`config.mk`:
```
export PLATFORM = sky130hd
export DESIGN_NAME = uart_tx_arb
export DESIGN_NICKNAME = d
export VERILOG_FILES = /design/src/rtl/uart_tx_arb.sv
export SDC_FILE = /design/constraint.sdc
export NUM_CORES = 1
export LEC_CHECK = 0
export CAP_MARGIN = 30
export CORE_MARGIN = 5
export CORE_UTILIZATION = 36
export DETAILED_ROUTE_END_ITERATION = 6
export PLACE_DENSITY = 0.58
export SKIP_CTS_REPAIR_TIMING = 1
export SLEW_MARGIN = 20
export SYNTH_ARGS = -nofsm -noshare
export SYNTH_HDL_FRONTEND = slang
export SYNTH_SLANG_ARGS = --single-unit
```
`constraint.sdc`:
```
create_clock -name CLK -period 3.1 [get_ports CLK]
set_input_delay 0.62 -clock CLK [delete_from_list [all_inputs] [get_ports CLK]]
set_output_delay 0.62 -clock CLK [all_outputs]
set_load 0.01 [all_outputs]
```
`src/rtl/uart_tx_arb.sv`:
```
// ---------------------------------------------------------------------------
// uart_tx_arb
//   Two-requester byte arbiter in front of a single UART transmitter.
//   Requester A (CPU console) and requester B (debug monitor) each push bytes
//   into a private FIFO. A three-state FSM hands one byte at a time to the
//   transmitter. With LINE_LOCK=1 the current owner keeps the line until it
//   sends a line feed (8'h0A) or runs dry. With LINE_LOCK=0 ownership is
//   re-arbitrated after every byte. Arbitration between two waiting
//   requesters is round-robin.
//
// Parameters
//   DEPTH      per-requester FIFO depth in bytes (power of two, 2..16)
//   LINE_LOCK  1: hold grant until owner sends 8'h0A, 0: arbitrate per byte
//
// Ports
//   CLK        clock, all state on its rising edge
//   RST_X      asynchronous active-low reset
//   A_WE       push strobe, requester A
//   A_DATA     push byte, requester A
//   A_FULL     FIFO A holds DEPTH bytes
//   B_WE       push strobe, requester B
//   B_DATA     push byte, requester B
//   B_FULL     FIFO B holds DEPTH bytes
//   TX_DATA    byte presented to the transmitter, held until the next issue
//   TX_WE      one-cycle transmit strobe
//   TX_READY   transmitter idle
//   OWNER      requester of the last issued byte (0=A, 1=B)
//   OVF_A      sticky: a push to FIFO A was dropped
//   OVF_B      sticky: a push to FIFO B was dropped
// ---------------------------------------------------------------------------
module uart_tx_arb #(
  parameter int DEPTH     = 4,
  parameter bit LINE_LOCK = 1'b1
) (
  input  logic       CLK,
  input  logic       RST_X,
  input  logic       A_WE,
  input  logic [7:0] A_DATA,
  output logic       A_FULL,
  input  logic       B_WE,
  input  logic [7:0] B_DATA,
  output logic       B_FULL,
  output logic [7:0] TX_DATA,
  output logic       TX_WE,
  input  logic       TX_READY,
  output logic       OWNER,
  output logic       OVF_A,
  output logic       OVF_B
);

  localparam int            PW       = $clog2(DEPTH);
  localparam int            CW       = PW + 1;
  localparam logic [CW-1:0] FULL_CNT = CW'(DEPTH);
  localparam logic [7:0]    LF       = 8'h0A;

  typedef enum logic [1:0] {
    IDLE  = 2'd0,
    GUARD = 2'd1,
    WAIT  = 2'd2
  } state_t;

  // ---------------- FIFO A ----------------
  logic [7:0]    r_a_mem [DEPTH];
  logic [PW-1:0] r_a_wp;
  logic [PW-1:0] r_a_rp;
  logic [CW-1:0] r_a_cnt;
  logic          r_ovf_a;
  logic          w_a_push;
  logic          w_a_pop;
  logic          w_a_ne;
  logic [7:0]    w_a_head;

  // ---------------- FIFO B ----------------
  logic [7:0]    r_b_mem [DEPTH];
  logic [PW-1:0] r_b_wp;
  logic [PW-1:0] r_b_rp;
  logic [CW-1:0] r_b_cnt;
  logic          r_ovf_b;
  logic          w_b_push;
  logic          w_b_pop;
  logic          w_b_ne;
  logic [7:0]    w_b_head;

  // ---------------- arbiter ----------------
  state_t        r_state;
  state_t        w_state_nxt;
  logic          r_prio;       // 0: A wins a tie, 1: B wins a tie
  logic          w_prio_nxt;
  logic          r_owner;
  logic          r_tx_we;
  logic [7:0]    r_tx_data;
  logic          w_issue;
  logic          w_sel;
  logic          w_own_ne;

  // A push against a full FIFO is dropped even when the same FIFO is popped
  // in that cycle, so acceptance looks only at the registered count.
  assign A_FULL   = (r_a_cnt == FULL_CNT);
  assign B_FULL   = (r_b_cnt == FULL_CNT);
  assign w_a_push = A_WE && !A_FULL;
  assign w_b_push = B_WE && !B_FULL;
  assign w_a_ne   = (r_a_cnt != '0);
  assign w_b_ne   = (r_b_cnt != '0);
  assign w_a_head = r_a_mem[r_a_rp];
  assign w_b_head = r_b_mem[r_b_rp];
  assign w_a_pop  = w_issue && !w_sel;
  assign w_b_pop  = w_issue &&  w_sel;
  assign w_own_ne = r_owner ? w_b_ne : w_a_ne;

  // Storage arrays carry data only and are never reset; the pointers and
  // counts below decide what is valid.
  always_ff @(posedge CLK) begin
    if (w_a_push) r_a_mem[r_a_wp] <= A_DATA;
  end

  always_ff @(posedge CLK) begin
    if (w_b_push) r_b_mem[r_b_wp] <= B_DATA;
  end

  always_ff @(posedge CLK or negedge RST_X) begin
    if (!RST_X) begin
      r_a_wp  <= '0;
      r_a_rp  <= '0;
      r_a_cnt <= '0;
      r_ovf_a <= 1'b0;
    end else begin
      if (w_a_push) r_a_wp <= r_a_wp + 1'b1;
      if (w_a_pop)  r_a_rp <= r_a_rp + 1'b1;
      case ({w_a_push, w_a_pop})
        2'b10:   r_a_cnt <= r_a_cnt + 1'b1;
        2'b01:   r_a_cnt <= r_a_cnt - 1'b1;
        default: r_a_cnt <= r_a_cnt;
      endcase
      if (A_WE && A_FULL) r_ovf_a <= 1'b1;
    end
  end

  always_ff @(posedge CLK or negedge RST_X) begin
    if (!RST_X) begin
      r_b_wp  <= '0;
      r_b_rp  <= '0;
      r_b_cnt <= '0;
      r_ovf_b <= 1'b0;
    end else begin
      if (w_b_push) r_b_wp <= r_b_wp + 1'b1;
      if (w_b_pop)  r_b_rp <= r_b_rp + 1'b1;
      case ({w_b_push, w_b_pop})
        2'b10:   r_b_cnt <= r_b_cnt + 1'b1;
        2'b01:   r_b_cnt <= r_b_cnt - 1'b1;
        default: r_b_cnt <= r_b_cnt;
      endcase
      if (B_WE && B_FULL) r_ovf_b <= 1'b1;
    end
  end

  // Next-state and issue decision. GUARD exists because TX_READY is still
  // high in the cycle right after the strobe; WAIT only trusts READY after
  // the transmitter has had a chance to drop it.
  always_comb begin
    w_state_nxt = r_state;
    w_prio_nxt  = r_prio;
    w_issue     = 1'b0;
    w_sel       = 1'b0;
    case (r_state)
      IDLE: begin
        if (TX_READY && (w_a_ne || w_b_ne)) begin
          w_issue     = 1'b1;
          w_sel       = (w_a_ne && w_b_ne) ? r_prio : w_b_ne;
          w_state_nxt = GUARD;
        end
      end
      GUARD: begin
        w_state_nxt = WAIT;
      end
      WAIT: begin
        if (TX_READY) begin
          // TX_DATA still holds the last issued byte, so it doubles as the
          // end-of-line detector for the lock.
          if (LINE_LOCK && (r_tx_data != LF) && w_own_ne) begin
            w_issue     = 1'b1;
            w_sel       = r_owner;
            w_state_nxt = GUARD;
          end else begin
            w_prio_nxt  = ~r_owner;
            w_state_nxt = IDLE;
          end
        end
      end
      default: begin
        w_state_nxt = IDLE;
      end
    endcase
  end

  always_ff @(posedge CLK or negedge RST_X) begin
    if (!RST_X) begin
      r_state   <= IDLE;
      r_prio    <= 1'b0;
      r_owner   <= 1'b0;
      r_tx_we   <= 1'b0;
      r_tx_data <= 8'h00;
    end else begin
      r_state <= w_state_nxt;
      r_prio  <= w_prio_nxt;
      r_tx_we <= w_issue;
      if (w_issue) begin
        r_tx_data <= w_sel ? w_b_head : w_a_head;
        r_owner   <= w_sel;
      end
    end
  end

  assign TX_WE   = r_tx_we;
  assign TX_DATA = r_tx_data;
  assign OWNER   = r_owner;
  assign OVF_A   = r_ovf_a;
  assign OVF_B   = r_ovf_b;

endmodule

```
==> flow_summary.ini <==
[logic_synthesis]
ys_ff_latch = 93
yosysTopAreaCell = edfxtp_1
synth_edf_count = 64
synth_area_sq_um = 3980
synth_area_per_cell_sq_um = 16.0
synthesis.nets = 281
synth.area.top_cells = edfxtp_1, dfrtp_1, mux4_2
synth_cell_types = 35
synth_ff_type = edfxtp_1
synthCells = 248
ys_seq_area_share_pct = 66.5
synth_top_cell_area_share_pct = 48.3
synthArstFlopShare_pct = 31.2
yosysWarnings = 0

[timing]
skew_ns = 0.00979
worst_slew_pin_slew_ns = 0.684
final.period_utilization_pct = 86.7
fmax_mhz = 372
rsz0062_at_grt = false
max_slew_margin_pct = 54.4
min_period_ns = 2.69
report.final.slew_viol_count = 0
finalSetupViolCount = 0
setup_tns_ns = 0
worst_slack_ns = 0.411
hold_viol = 0

[grt]
grt_usage_pct = 12.1
antenna_found_initial = 0
grt_max_degree = 30
grt_pass1_vias = 2259
grt_pass1_wl_mm = 12.0
grt_overflow = 0

[clock_tree]
clk_latency_ns = 0.36
cts.sinks = 93
tritoncts = built
clockRootBuffer = clkbuf_8
path_clk_slew_ns = 0.08
cts_max_path_buffers = 2
cts-buffers-inserted = 9
htree_levels = 3

[place]
dpl_worst_slack_ns = 0.0335
dpl.hpwl_mm = 5.15
io_buffers = 34
gp_congestion = 0.838
dp.cells = 421

[drt]
post_drt_wl_per_cell_um = 16.8
met1_length_mm = 3.33
ant_nets = 0
wl_met3_um = 280
wl_met2_mm = 3.55
drt_wl_total_mm = 7.32
drcViolationCount = 0
via_per_inst = 5.00
first_pass_iters = 4
drt_iter0_drc = 78
top_layer = met4
vias = 2187

[die]
die_y_um = 115
initial_core_util_pct = 36.7
die_w_um = 115
dieArea_sq_um = 13300
row_count = 38
core-area_sq_um = 10800
pin_count = 35

[layout]
layout.cells.non_filler = 437
regArea_sq_um = 2650
syn_to_final_growth_pct = 18.6
fillers = 985
diodes = 0
multiInputGateArea_sq_um = 1230
drive_above_1_share_pct = 15.2
nets = 325
finish.utilization_pct = 43.5

[worst_setup_path]
arrival_ns = 2.98
cp_data_required_time_ns = 3.39
crit_path_start_kind = input pin
path_class = input pin to flop
cp_max_fo = 3
worst_r2r_path_depth = 9
endpoint_kind = flop

[job]
maxCapViolCount = 0

[run_status]
run_status = finished clean

[min_path]
hold_class = flop to flop
holdPathStages = 1

[pwr]
leakage_nw = 1.77
p_per_area_nw_per_um2 = 924
peakVddDrop_mv = 0.294
[cells in the mapped netlist, types with 5 or more instances]
cell and count:
clkbuf_1 6, mux4_2 16, and3_1 10, nand2_1 7, nand3_1 9, a221o_1 8
dfrtp_1 29, xor2_1 7, ha_1 10, and2_1 11, inv_1 15, xnor2_1 5
a21oi_1 12, edfxtp_1 64
[cell families (layout without fill, tap and decap cells)]
family                     Yosys count  count (layout)  synth area share (%)
xor gates and xnor gates            12              12                  2.64
muxes                               22              22                  10.7
buffers and inverters               25              74                  2.64
AOI/OAI and AO/OA                   32              32                  5.88
DFF                                 93              93                  66.5
adders and majority gates           12              12                  4.15
and+or+nand+nor                     52              52                  7.48
[critical path, stage by stage]
cell and delay [ns]:
clkdlybuf4s50_1 0.50, nor3b_1 0.33, mux2i_1 0.29, and3_2 0.24
ha_1 0.17, inv_1 0.05, fa_1 0.37, xor2_1 0.15
nor2_1 0.11, xor2_1 0.15
[worst paths after layout]
path / from / endpoint / slack, ns
min in group asynchronous: RST_X / r_b_cnt[2] / 0.65
setup / recovery: TX_READY / r_a_cnt[2] / 0.41
setup reg to reg: r_state[1] / r_a_cnt[2] / 0.68
hold reg to reg: OVF_B / OVF_B / 0.47
max in group asynchronous: RST_X / OVF_A / 2.16
hold / removal: OVF_B / OVF_B / 0.47
[cell usage in the layout, fill, tap and decap left out, types with 3 or more instances in the layout]
cell              n
a21oi_1          12
a221o_1           8
and2_1           11
and3_1           10
buf_4             9
clkbuf_8          9
clkdlybuf4s50_1  34
dfrtp_1          29
edfxtp_1         64
ha_1             10
inv_1            15
mux2_2            3
mux2i_1           3
mux4_2           16
nand2_1           7
nand3_1           9
nor2_1            3
nor2b_1           3
o21ai_0           3
xnor2_1           5
xor2_1            7
[layout make-up]
cell class | count | area share, %
timing repair buffer | 43 | 8.64
tap | 140 | 3.71
multi-input combinational | 130 | 26.0
clock buffer | 11 | 2.78
sequential | 93 | 56.1
inverter | 15 | 1.19
clock inverter | 5 | 1.59
[power breakdown]
| group | switching, mW | internal, mW |
|---|---|---|
| registers | 0.326 | 1.70 |
| logic | 0.688 | 0.790 |
| clock network | 0.404 | 0.450 |
[per-layer routing]
metal  global-route usage, %  vias up
met1                    16.7     1111
li1                        -     1023
met2                    18.5       40
met3                    2.21       13
met4                    5.95        0
met5                       0        -
[registers in the layout, summed over array words and instances, names as in the netlist]
| signal | count |
|---|---|
| OWNER | 1 |
| TX_WE | 1 |
| OVF_A | 1 |
| r_b_cnt | 3 |
| r_state | 2 |
| r_a_wp | 2 |
| r_a_mem | 32 |
| r_b_rp | 2 |
| r_b_wp | 2 |
| r_a_rp | 2 |
| r_prio | 1 |
| r_a_cnt | 3 |
| OVF_B | 1 |
| r_b_mem | 32 |
| TX_DATA | 8 |
[metrics by stage]
step                      area (sq um)  power, mW  hold slack (ns)
after floorplan                   3980       3.01            0.324
final                             4720       4.36            0.466
after CTS                         4720       4.43            0.471
after detailed placement          4510       3.58            0.452
after global routing              4720       4.67            0.514
after global placement            4510       3.53            0.438
(Power assumes the default switching activity.)
